`src/rtl/definitions_pkg.sv`:
```
// Shared types and constants for the hysteresis edge tracker.
// Optional statistics are enabled by defining HYST_EDGE_STATS_EN.
package definitions_pkg;

    // Strength codes produced by double thresholding (2'b11 behaves as discard)
    typedef enum logic [1:0] {
        STR_DISCARD = 2'b00,
        STR_STRONG  = 2'b01,
        STR_WEAK    = 2'b10
    } strength_t;

    // Frame sequencing states
    typedef enum logic [1:0] {
        IDLE  = 2'd0,
        FILL  = 2'd1,
        RUN   = 2'd2,
        FLUSH = 2'd3
    } hyst_state_t;

    // Per-pixel edge decision values before mapping to the output byte
    localparam logic EDGE_ON  = 1'b1;
    localparam logic EDGE_OFF = 1'b0;

    // True when a code marks a strong pixel
    function automatic logic is_strong(input logic [1:0] code);
        return code == STR_STRONG;
    endfunction

    // True when a code marks a weak pixel
    function automatic logic is_weak(input logic [1:0] code);
        return code == STR_WEAK;
    endfunction

endpackage

```
`src/rtl/strength_line_buffer.sv`:
```
// One-row delay line for 2-bit strength codes. The read is combinational
// from the current pointer and the same slot is overwritten on enable, so
// dout is always the code written DEPTH enables earlier.
module strength_line_buffer #(
    parameter int DEPTH = 640
) (
    input  logic       clk,
    input  logic       reset,
    input  logic       en,
    input  logic [1:0] din,
    output logic [1:0] dout
);

    localparam int PTR_W = $clog2(DEPTH);

    logic [1:0]       mem_q [DEPTH];
    logic [PTR_W-1:0] ptr_q;

    assign dout = mem_q[ptr_q];

    // Storage is left uninitialised; the tracker masks rows that hold stale data
    always_ff @(posedge clk) begin
        if (en) begin
            mem_q[ptr_q] <= din;
        end
    end

    // Circular pointer advancing once per shifted pixel
    always_ff @(posedge clk or posedge reset) begin
        if (reset) begin
            ptr_q <= '0;
        end else if (en) begin
            ptr_q <= (ptr_q == PTR_W'(DEPTH - 1)) ? '0 : ptr_q + 1'b1;
        end
    end

endmodule

```
`src/rtl/hysteresis_edge_tracker.sv`:
```
// Single-pass 3x3 hysteresis: a pixel is an edge when strong, or weak with a
// strong 8-neighbour. Output for raster index k-IMG_WIDTH-1 is registered the
// cycle after input index k is accepted; the last row is drained by a flush
// of IMG_WIDTH+1 synthetic discard pixels.
// Optional per-frame statistics are enabled by defining HYST_EDGE_STATS_EN.
module hysteresis_edge_tracker
    import definitions_pkg::*;
#(
    parameter int          IMG_WIDTH  = 640,
    parameter int          IMG_HEIGHT = 480,
    parameter logic [7:0]  EDGE_VAL   = 8'hFF
) (
    input  logic        clk,
    input  logic        reset,
    input  logic [1:0]  strength,
    input  logic        strength_valid,
    input  logic        frame_start,
    output logic [7:0]  edge_pixel,
    output logic        edge_valid,
    output logic        edge_sof,
    output logic        edge_eol,
    output logic        busy
`ifdef HYST_EDGE_STATS_EN
    ,
    output logic [31:0] stat_strong,
    output logic [31:0] stat_weak,
    output logic [31:0] stat_edges,
    output logic        stat_valid
`endif
);

    localparam int COL_W = $clog2(IMG_WIDTH);
    localparam int ROW_W = $clog2(IMG_HEIGHT);
    localparam int FL_W  = $clog2(IMG_WIDTH + 1);
    localparam logic [COL_W-1:0] COL_LAST = COL_W'(IMG_WIDTH - 1);
    localparam logic [ROW_W-1:0] ROW_LAST = ROW_W'(IMG_HEIGHT - 1);

    // Window column: [0]=row above centre, [1]=centre row, [2]=row below
    typedef logic [2:0][1:0] win_col_t;

    hyst_state_t      state_q, state_d;
    logic [COL_W-1:0] in_col_q, in_col_d;
    logic [ROW_W-1:0] in_row_q, in_row_d;
    logic [COL_W-1:0] out_col_q, out_col_d;
    logic [ROW_W-1:0] out_row_q, out_row_d;
    logic [FL_W-1:0]  flush_cnt_q, flush_cnt_d;

    logic       take;
    logic       produce;
    logic       shift_en;
    logic       fill_done;
    logic       last_in;
    logic       flush_last;
    logic [1:0] pix_in;

    win_col_t   win_q [3];
    win_col_t   win_d [3];
    logic [1:0] lb_in  [2];
    logic [1:0] lb_out [2];
    logic [2:0] col_ok;
    logic [2:0] row_ok;
    logic [8:0] tap_strong;
    logic       nb_strong;
    logic       is_edge;

    logic [7:0] edge_pixel_q;
    logic       edge_valid_q, edge_sof_q, edge_eol_q;

    // A pixel enters the pipeline in FILL/RUN, or in IDLE only when it starts a frame;
    // anything offered during FLUSH is dropped
    assign take = strength_valid &&
                  ((state_q == FILL) || (state_q == RUN) ||
                   ((state_q == IDLE) && frame_start));

    assign fill_done  = (in_row_q == ROW_W'(1)) && (in_col_q == COL_W'(1));
    assign last_in    = (in_row_q == ROW_LAST) && (in_col_q == COL_LAST);
    assign flush_last = (state_q == FLUSH) && (flush_cnt_q == FL_W'(IMG_WIDTH));

    assign produce = (state_q == FLUSH) ||
                     (take && !frame_start &&
                      ((state_q == RUN) || ((state_q == FILL) && fill_done)));

    assign shift_en = take || (state_q == FLUSH);
    assign pix_in   = (state_q == FLUSH) ? 2'b00 : strength;
    assign busy     = (state_q == FLUSH);

    // Two chained row delays: lb_out[0] is row r-1, lb_out[1] is row r-2
    assign lb_in[0] = pix_in;
    assign lb_in[1] = lb_out[0];

    generate
        for (genvar gi = 0; gi < 2; gi++) begin : g_lb
            strength_line_buffer #(
                .DEPTH (IMG_WIDTH)
            ) u_lb (
                .clk   (clk),
                .reset (reset),
                .en    (shift_en),
                .din   (lb_in[gi]),
                .dout  (lb_out[gi])
            );
        end
    endgenerate

    // Next window: shift left, newest column from the line buffers and input
    always_comb begin
        win_d[0] = win_q[1];
        win_d[1] = win_q[2];
        win_d[2] = {pix_in, lb_out[0], lb_out[1]};
    end

    generate
        for (genvar gi = 0; gi < 3; gi++) begin : g_win
            // Window column register, advanced with every shifted pixel
            always_ff @(posedge clk or posedge reset) begin
                if (reset) begin
                    win_q[gi] <= '0;
                end else if (shift_en) begin
                    win_q[gi] <= win_d[gi];
                end
            end
        end
    endgenerate

    // Taps are masked from the centre's coordinates, so the wrapped column
    // at a row boundary and out-of-frame rows never contribute
    assign col_ok = {out_col_q != COL_LAST, 1'b1, out_col_q != '0};
    assign row_ok = {out_row_q != ROW_LAST, 1'b1, out_row_q != '0};

    generate
        for (genvar gi = 0; gi < 3; gi++) begin : g_tap_col
            for (genvar gj = 0; gj < 3; gj++) begin : g_tap_row
                assign tap_strong[gi*3+gj] = is_strong(win_d[gi][gj]) &&
                                             col_ok[gi] && row_ok[gj];
            end
        end
    endgenerate

    assign nb_strong = |(tap_strong & 9'b111_101_111);

    // Edge decision for the centre pixel of the updated window
    always_comb begin
        is_edge = EDGE_OFF;
        if (is_strong(win_d[1][1]) || (is_weak(win_d[1][1]) && nb_strong)) begin
            is_edge = EDGE_ON;
        end
    end

    // Sequencing and raster counters for the input and the output centre
    always_comb begin
        state_d     = state_q;
        in_col_d    = in_col_q;
        in_row_d    = in_row_q;
        out_col_d   = out_col_q;
        out_row_d   = out_row_q;
        flush_cnt_d = flush_cnt_q;

        if (produce) begin
            if (out_col_q == COL_LAST) begin
                out_col_d = '0;
                out_row_d = (out_row_q == ROW_LAST) ? '0 : out_row_q + 1'b1;
            end else begin
                out_col_d = out_col_q + 1'b1;
            end
        end

        case (state_q)
            IDLE, FILL, RUN: begin
                if (take) begin
                    if (frame_start) begin
                        // New frame (or abort of the current one): this pixel is (0,0)
                        state_d   = FILL;
                        in_col_d  = COL_W'(1);
                        in_row_d  = '0;
                        out_col_d = '0;
                        out_row_d = '0;
                    end else begin
                        if (in_col_q == COL_LAST) begin
                            in_col_d = '0;
                            in_row_d = (in_row_q == ROW_LAST) ? '0 : in_row_q + 1'b1;
                        end else begin
                            in_col_d = in_col_q + 1'b1;
                        end
                        if ((state_q == FILL) && fill_done) begin
                            state_d = RUN;
                        end
                        if ((state_q == RUN) && last_in) begin
                            state_d     = FLUSH;
                            flush_cnt_d = '0;
                        end
                    end
                end
            end
            FLUSH: begin
                flush_cnt_d = flush_cnt_q + 1'b1;
                if (flush_last) begin
                    state_d = IDLE;
                end
            end
            default: state_d = IDLE;
        endcase
    end

    // Control state registers
    always_ff @(posedge clk or posedge reset) begin
        if (reset) begin
            state_q     <= IDLE;
            in_col_q    <= '0;
            in_row_q    <= '0;
            out_col_q   <= '0;
            out_row_q   <= '0;
            flush_cnt_q <= '0;
        end else begin
            state_q     <= state_d;
            in_col_q    <= in_col_d;
            in_row_q    <= in_row_d;
            out_col_q   <= out_col_d;
            out_row_q   <= out_row_d;
            flush_cnt_q <= flush_cnt_d;
        end
    end

    // Registered output stream with frame/row markers
    always_ff @(posedge clk or posedge reset) begin
        if (reset) begin
            edge_pixel_q <= '0;
            edge_valid_q <= 1'b0;
            edge_sof_q   <= 1'b0;
            edge_eol_q   <= 1'b0;
        end else begin
            edge_valid_q <= produce;
            edge_pixel_q <= (produce && is_edge) ? EDGE_VAL : 8'h00;
            edge_sof_q   <= produce && (out_col_q == '0) && (out_row_q == '0);
            edge_eol_q   <= produce && (out_col_q == COL_LAST);
        end
    end

    assign edge_pixel = edge_pixel_q;
    assign edge_valid = edge_valid_q;
    assign edge_sof   = edge_sof_q;
    assign edge_eol   = edge_eol_q;

`ifdef HYST_EDGE_STATS_EN
    logic [31:0] cnt_strong_q, cnt_weak_q, cnt_edges_q;
    logic [31:0] stat_strong_q, stat_weak_q, stat_edges_q;
    logic        stat_valid_q;
    logic        restart;

    assign restart = take && frame_start;

    // Running per-frame counts, restarted by the first pixel of a frame
    always_ff @(posedge clk or posedge reset) begin
        if (reset) begin
            cnt_strong_q <= '0;
            cnt_weak_q   <= '0;
            cnt_edges_q  <= '0;
        end else begin
            if (restart) begin
                cnt_strong_q <= 32'(is_strong(strength));
                cnt_weak_q   <= 32'(is_weak(strength));
                cnt_edges_q  <= '0;
            end else begin
                if (take) begin
                    cnt_strong_q <= cnt_strong_q + 32'(is_strong(strength));
                    cnt_weak_q   <= cnt_weak_q + 32'(is_weak(strength));
                end
                if (produce) begin
                    cnt_edges_q <= cnt_edges_q + 32'(is_edge);
                end
            end
        end
    end

    // Snapshot when the flush completes, including the final drained output
    always_ff @(posedge clk or posedge reset) begin
        if (reset) begin
            stat_strong_q <= '0;
            stat_weak_q   <= '0;
            stat_edges_q  <= '0;
            stat_valid_q  <= 1'b0;
        end else begin
            stat_valid_q <= flush_last;
            if (flush_last) begin
                stat_strong_q <= cnt_strong_q;
                stat_weak_q   <= cnt_weak_q;
                stat_edges_q  <= cnt_edges_q + 32'(is_edge);
            end
        end
    end

    assign stat_strong = stat_strong_q;
    assign stat_weak   = stat_weak_q;
    assign stat_edges  = stat_edges_q;
    assign stat_valid  = stat_valid_q;
`endif

    // Upstream must hold off while the tracker drains the last row
    a_no_input_in_flush : assert property (@(posedge clk) disable iff (reset)
        !((state_q == FLUSH) && strength_valid));

endmodule

```
`config.mk`:
```
export PLATFORM = sky130hd
export DESIGN_NAME = hysteresis_edge_tracker
export DESIGN_NICKNAME = d
export VERILOG_FILES = /design/src/rtl/definitions_pkg.sv /design/src/rtl/strength_line_buffer.sv /design/src/rtl/hysteresis_edge_tracker.sv
export SDC_FILE = /design/constraint.sdc
export NUM_CORES = 2
export LEC_CHECK = 0
export ABC_AREA = 0
export CAP_MARGIN = 40
export CORE_ASPECT_RATIO = 1.5
export CORE_MARGIN = 1
export CORE_UTILIZATION = 50
export CTS_CLUSTER_DIAMETER = 30
export DETAILED_ROUTE_END_ITERATION = 7
export DONT_BUFFER_PORTS = 1
export MAX_ROUTING_LAYER = met4
export PLACE_DENSITY = 0.62
export SLEW_MARGIN = 20
export SYNTH_ARGS = -nofsm -noshare
export SYNTH_HDL_FRONTEND = slang
export SYNTH_SLANG_ARGS = --single-unit
```
`constraint.sdc`:
```
create_clock -name clk -period 25.8 [get_ports clk]
set_input_delay 5.16 -clock clk [delete_from_list [all_inputs] [get_ports clk]]
set_output_delay 5.16 -clock clk [all_outputs]
set_load 0.01 [all_outputs]
```
Word level (Yosys, flattened, before mapping)
Memory sizes are Yosys's and may differ from the RTL's.
Index checks and enable logic that the tools add are counted.
- register bits after elaboration: 93
- RAM bits: 2560
- input port bits: 6
- output and inout bits: 12
- memories: 2
- memories (name ; words ; width ; read ports ; clocked after memory_dff ; write ports ; line ; source):
    g_lb[0].u_lb.mem_q ; 640 ; 2 ; 1 ; 0 ; 1 ; strength_line_buffer.sv:16 ; logic [1:0] mem_q [DEPTH];
    g_lb[1].u_lb.mem_q ; 640 ; 2 ; 1 ; 0 ; 1 ; strength_line_buffer.sv:16 ;
- $add $sub $neg: 7
- equal/unequal tests: 29
- mux-type cells: 33
- reduce and logical (&&, ||, !) cells: 45
- operators with widths (operator ; number):
    10-bit two-way mux ; 12
    9-bit two-way mux ; 9
    10-bit by 1-bit adder with 10-bit output (second input constant) ; 5
    10-bit equality test (second input constant) ; 5
    1-bit logical AND ; 26
    2-bit by 1-bit equality test with 1-bit output (second input constant) ; 10
    10-bit one-hot mux with 2 select lines ; 1
    9-bit by 1-bit adder with 9-bit output (second input constant) ; 2
    9-bit equality test (second input constant) ; 2
    2-bit two-way mux ; 6
    10-bit by 1-bit equality test with 1-bit output (second input constant) ; 1
    10-bit logical NOT ; 1
    10-bit != test (second input constant) ; 1
    10-bit nonzero test ; 1
    9-bit by 1-bit equality test with 1-bit output (second input constant) ; 1
    9-bit logical NOT ; 1
    9-bit != test (second input constant) ; 1
    3-bit AND reduction ; 3
    9-bit nonzero test ; 1
    8-bit two-way mux ; 1
    8-bit OR reduction ; 1
    2-bit equality test (second input constant) ; 3
    1-bit logical OR ; 6
    2-bit != test (second input constant) ; 3
    9 further kinds ; 11

Longest topological paths before layout
- word-level depth: 11
- mapped depth: 15

Cells and area by module
From an unflattened synthesis, not the netlist that was laid out.
- cells, all modules: 6785
- area, all modules: 108994.5 µm²
- by module, submodules not included (module ; times used ; cells an instance ; area each (µm²)):
    strength_line_buffer ; 2 ; 3206 ; 52646.7
    hysteresis_edge_tracker ; 1 ; 373 ; 3701.0

Worst setup path after synthesis
No wires, ideal clock.
- path kind: in2reg
- start: in strength[1]
- end: mem g_lb[0].u_lb.mem_q[0][1], data pin
- data arrival time: 20.401 ns
- required time: 22.488 ns
- slack: 2.087 ns
- stages on the path: 1
- path buffers: 0
- cells stage by stage: nor2b_1
- cells in the longest elaborated chain, start to end: 1
- RTL lines (what ; line ; source):
    start, declared ; hysteresis_edge_tracker.sv:15 ; input logic [1:0] strength,
    2-bit two-way mux ; hysteresis_edge_tracker.sv:84 ; assign pix_in = (state_q == FLUSH) ? 2'b00 : strength;
    end, declared ; strength_line_buffer.sv:16 ;
Every way passes these cells.

Final worst setup path
- start: reg g_lb[0].u_lb.ptr_q[0]
- end: mem g_lb[1].u_lb.mem_q[526][1], data pin
- cells in the longest elaborated chain, start to end: 1
- RTL lines (what ; line ; source):
    start, declared ; strength_line_buffer.sv:17 ; logic [PTR_W-1:0] ptr_q;
    start signal, assigned ; strength_line_buffer.sv:33 ; ptr_q <= (ptr_q == PTR_W'(DEPTH - 1)) ? '0 : ptr_q + 1'b1;
    memory 640 x 2 bit ; -- ;
    named net g_lb[0].u_lb.dout[1] ; strength_line_buffer.sv:11 ; output logic [1:0] dout
    end, declared ; strength_line_buffer.sv:16 ;
The timed path passes the listed nets, and every way through them passes these cells.

==> flow_summary.ini <==
[outcome]
outcome = finished, final reports clean

[synth]
ys_warn_count = 0
yosysUniqueCellTypes = 80
synth_top_family_by_area = multiplexers
synth_nets = 7019
synth_mux_area_share_pct = 12.6
avgSynthCellArea_sq_um = 15.6
ys.flop_type = edfxtp_1
synthesis.instances = 6991
synth_compound_area_share_pct = 3.75
ys_seq_elements = 2646
synth_enable_flop_cells = 2560
async_flop_share_pct = 3.25
yosys.area_share.simple_pct = 7.87
syn_area_sq_um = 109000
synth-xor-area-share_pct = 0.298
synthAdderAreaFrac_pct = 0.253
ys_seq_area_share_pct = 72.6

[sta]
finalHoldViolations = 0
maxClockFrequency_ghz = 0.128
tightest_slew_ns = 1.18
relSlewSlack_pct = 21.1
finClkSkew_ns = 0.0474
worst_slack_ns = 18.01
period_share_pct = 30.2
tns_ns = 0
rsz0062_at_grt = false
drv_slew = 0
min_period_ns = 7.79
fin_hold_ws_ns = 0.469
finalSetupViolCount = 0

[pwr]
power_leakage_nw = 42.0
power_density_nw_per_um2 = 128
p_total_w = 0.0164
ir_drop_mv = 0.272

[critical_path]
reg2reg_to = g_lb[1].u_lb.mem_q[526][1]
cpMaxStageDelayCell = dfrtp_4
cp_top_family = buffers and inverters
cp_common_cell = buf_4
start_kind = register
critPathRequiredTime_ns = 26.37
cp_num_buf_inv = 7
r2r_slack_ns = 18.01
cp_max_fo = 197
ff2ff_path_depth = 14
end_kind = register
arrival_ns = 8.37
critical_path_class = reg -> reg
r2r_start = g_lb[0].u_lb.ptr_q[0]
slowest_delay_ns = 0.79
cp_cell_sequence = buf_4, buf_4, buf_4, mux2i_1, o22ai_1, or4_1, nor2_1, o22a_1, nand4_1, nor4_4, inv_8, buf_12, buf_4, buf_16

[clock_tree]
path_clk_slew_ns = 0.05
postCtsSetupBuffers = 0
cts_sinks = 2646
hold_buffers = 0
clk_latency_ns = 0.90
cts_resized = 0
cts_root_buf = clkbuf_16
cts-buffers-inserted = 433
cts.htree.levels = 5
cts_tree = done
cts_buffer_depth = 4

[routing]
drtIter0Drc = 6466
vias = 64500
detail-route-antenna-nets = 0
drc = 0
viasPerCell = 6.22
wl_per_cell_um = 31.3
dr.pass1.iters = 6
wirelength_um = 325000

[flow_run]
max-cap-violations = 0

[die]
die_area_sq_um = 220000
start_util_pct = 50.3
fp.dieH_um = 573
fp.dieW_um = 383
num_io_pins = 18
core-area_sq_um = 216000
rows = 209

[global_routing]
grt.overflow.total = 0
antenna_found_initial = 4
grtUsageTotal_pct = 30.2
grt_start_max_net_pins = 256
grt_pass1_wl_um = 460000
grt_pass1_vias = 66000

[place]
place_congestion = 0.897
hpwl_um = 196000
place_ws_ns = 17.68
port_buffers = 0

[cells_and_area]
final_nets = 7172
drive_above_1_share_pct = 17.3
area_growth_pct = 17.3
postLayoutCoreUtil_pct = 59.0

[hold_path]
holdPathStages = 2
holdCritStartpoint = win_d[15]
hold_end = win_d[15]
hold_class = reg -> reg
-- placed cells by master, fill, tap and decap left out, drive strengths merged, types with 52 or more instances in the layout --
cell type  Yosys  routed
clkbuf       309     479
o21ai         58      58
clkinv         1     142
dfrtp         86      86
mux2i        824     824
inv           30      87
bufinv         0      67
mux4         234     234
edfxtp      2560    2560
nand2        235     235
nor4          78      78
buf          236     262
clkinvlp       0      52
a22oi         65      65
nand3         61      61
o22ai        367     367
nor2        1404    1404
-- per-layer routing --
layer  part of all wire, %  track usage (%)
met1                    34             33.9
met3                   7.3             4.96
met2                    52             50.8
met5                     0                -
met4                   6.8             17.7
-- cell families after synthesis --
logic type / after synthesis
xor gates and xnor gates: 37
and+or+nand+nor: 2009
muxes: 1071
adders and majority gates: 22
AOI/OAI and AO/OA: 630
buffers and inverters: 576
DFF: 2646
-- state kept, by name, summed over array words and instances, names as in the netlist, 2 cells and up --
signal,flops
out_col_q,10
state_q,2
out_row_q,9
g_lb.u_lb.ptr_q,20
flush_cnt_q,10
in_row_q,9
in_col_q,10
win_d,12
g_lb.u_lb.mem_q,2560
-- where the power goes --
part | leakage, nW | internal (W) | total [W] | switching [W]
Clock | 7.19 | 0.00380 | 0.00589 | 0.00209
Combinational | 10.6 | 0.00128 | 0.00438 | 0.00310
Sequential | 24.2 | 0.00599 | 0.00611 | 0.000122
-- final cells by class --
class | instances | area (sq um)
Antenna cell | 5 | 12.5
Clock buffer | 479 | 11100
Multi-Input combinational cell | 3769 | 27200
Sequential cell | 2646 | 79000
Clock inverter | 317 | 3850
Timing Repair Buffer | 263 | 2690
Tap cell | 2848 | 3560
Fill cell | 16400 | 88600
Inverter | 31 | 126
-- how the worst max path moves through the flow --
stage | startpoint | depth (start not counted) | end | slack (ns)
6_report | g_lb[0].u_lb.ptr_q[0] | 14 | g_lb[1].u_lb.mem_q[526][1] | 18.01
5_1_grt | g_lb[0].u_lb.ptr_q[0] | 14 | g_lb[1].u_lb.mem_q[524][1] | 17.99
4_1_cts | g_lb[0].u_lb.ptr_q[0] | 14 | g_lb[1].u_lb.mem_q[320][0] | 18.23
3_5_place_dp | strength[0] | 5 | g_lb[0].u_lb.mem_q[416][0] | 17.68
3_3_place_gp | g_lb[0].u_lb.ptr_q[0] | 13 | g_lb[1].u_lb.mem_q[320][0] | 17.54
2_1_floorplan | strength[1] | 1 | g_lb[0].u_lb.mem_q[0][1] | 2.09
-- cell usage after synthesis, types with 7 or more instances --
library cell / n / area share, %
edfxtp_1: 2560 / 71
nor2_1: 1404 / 4.8
mux2i_1: 824 / 7.6
o22ai_1: 367 / 2.1
clkbuf_1: 304 / 1.0
nand2_1: 235 / 0.81
mux4_2: 213 / 4.4
buf_2: 131 / 0.60
dfrtp_1: 86 / 2.0
nor4_1: 77 / 0.44
a22oi_1: 64 / 0.44
buf_4: 63 / 0.43
nand3_1: 61 / 0.28
o21ai_0: 57 / 0.26
a21oi_1: 46 / 0.21
nand4_1: 45 / 0.26
nor3_1: 44 / 0.20
inv_1: 29 / 0.10
nor2b_1: 28 / 0.16
ha_1: 22 / 0.25
xor2_1: 22 / 0.18
buf_6: 21 / 0.22
mux4_1: 21 / 0.51
or4_1: 20 / 0.14
buf_1: 16 / 0.055
xnor2_1: 15 / 0.12
a22o_1: 13 / 0.10
mux2_2: 13 / 0.13
nand4bb_1: 12 / 0.12
nor3b_1: 12 / 0.083
nand4b_1: 10 / 0.080
a31oi_1: 9 / 0.052
and2_1: 9 / 0.052
a211oi_1: 8 / 0.055
and3_1: 8 / 0.046
o211ai_1: 8 / 0.055
and3b_1: 7 / 0.056
o2111ai_1: 7 / 0.056
o21bai_1: 7 / 0.048
-- metrics by stage --
stage	area, sq um	cells
after detailed placement	112000	9549
after global routing	128000	10400
final	128000	10400
after floorplan	109000	6991
after global placement	112000	9500
after CTS	127000	10300
-- worst reg2reg max path, delay by kind of cell (launching register included) --
kind / cells / cell delay [ns]
compound gates: 2 / 0.45
buf+inv: 7 / 4.08
flops: 1 / 0.79
mux: 1 / 0.60
simple gates: 4 / 1.51
Power figures use the tool's default switching activity.
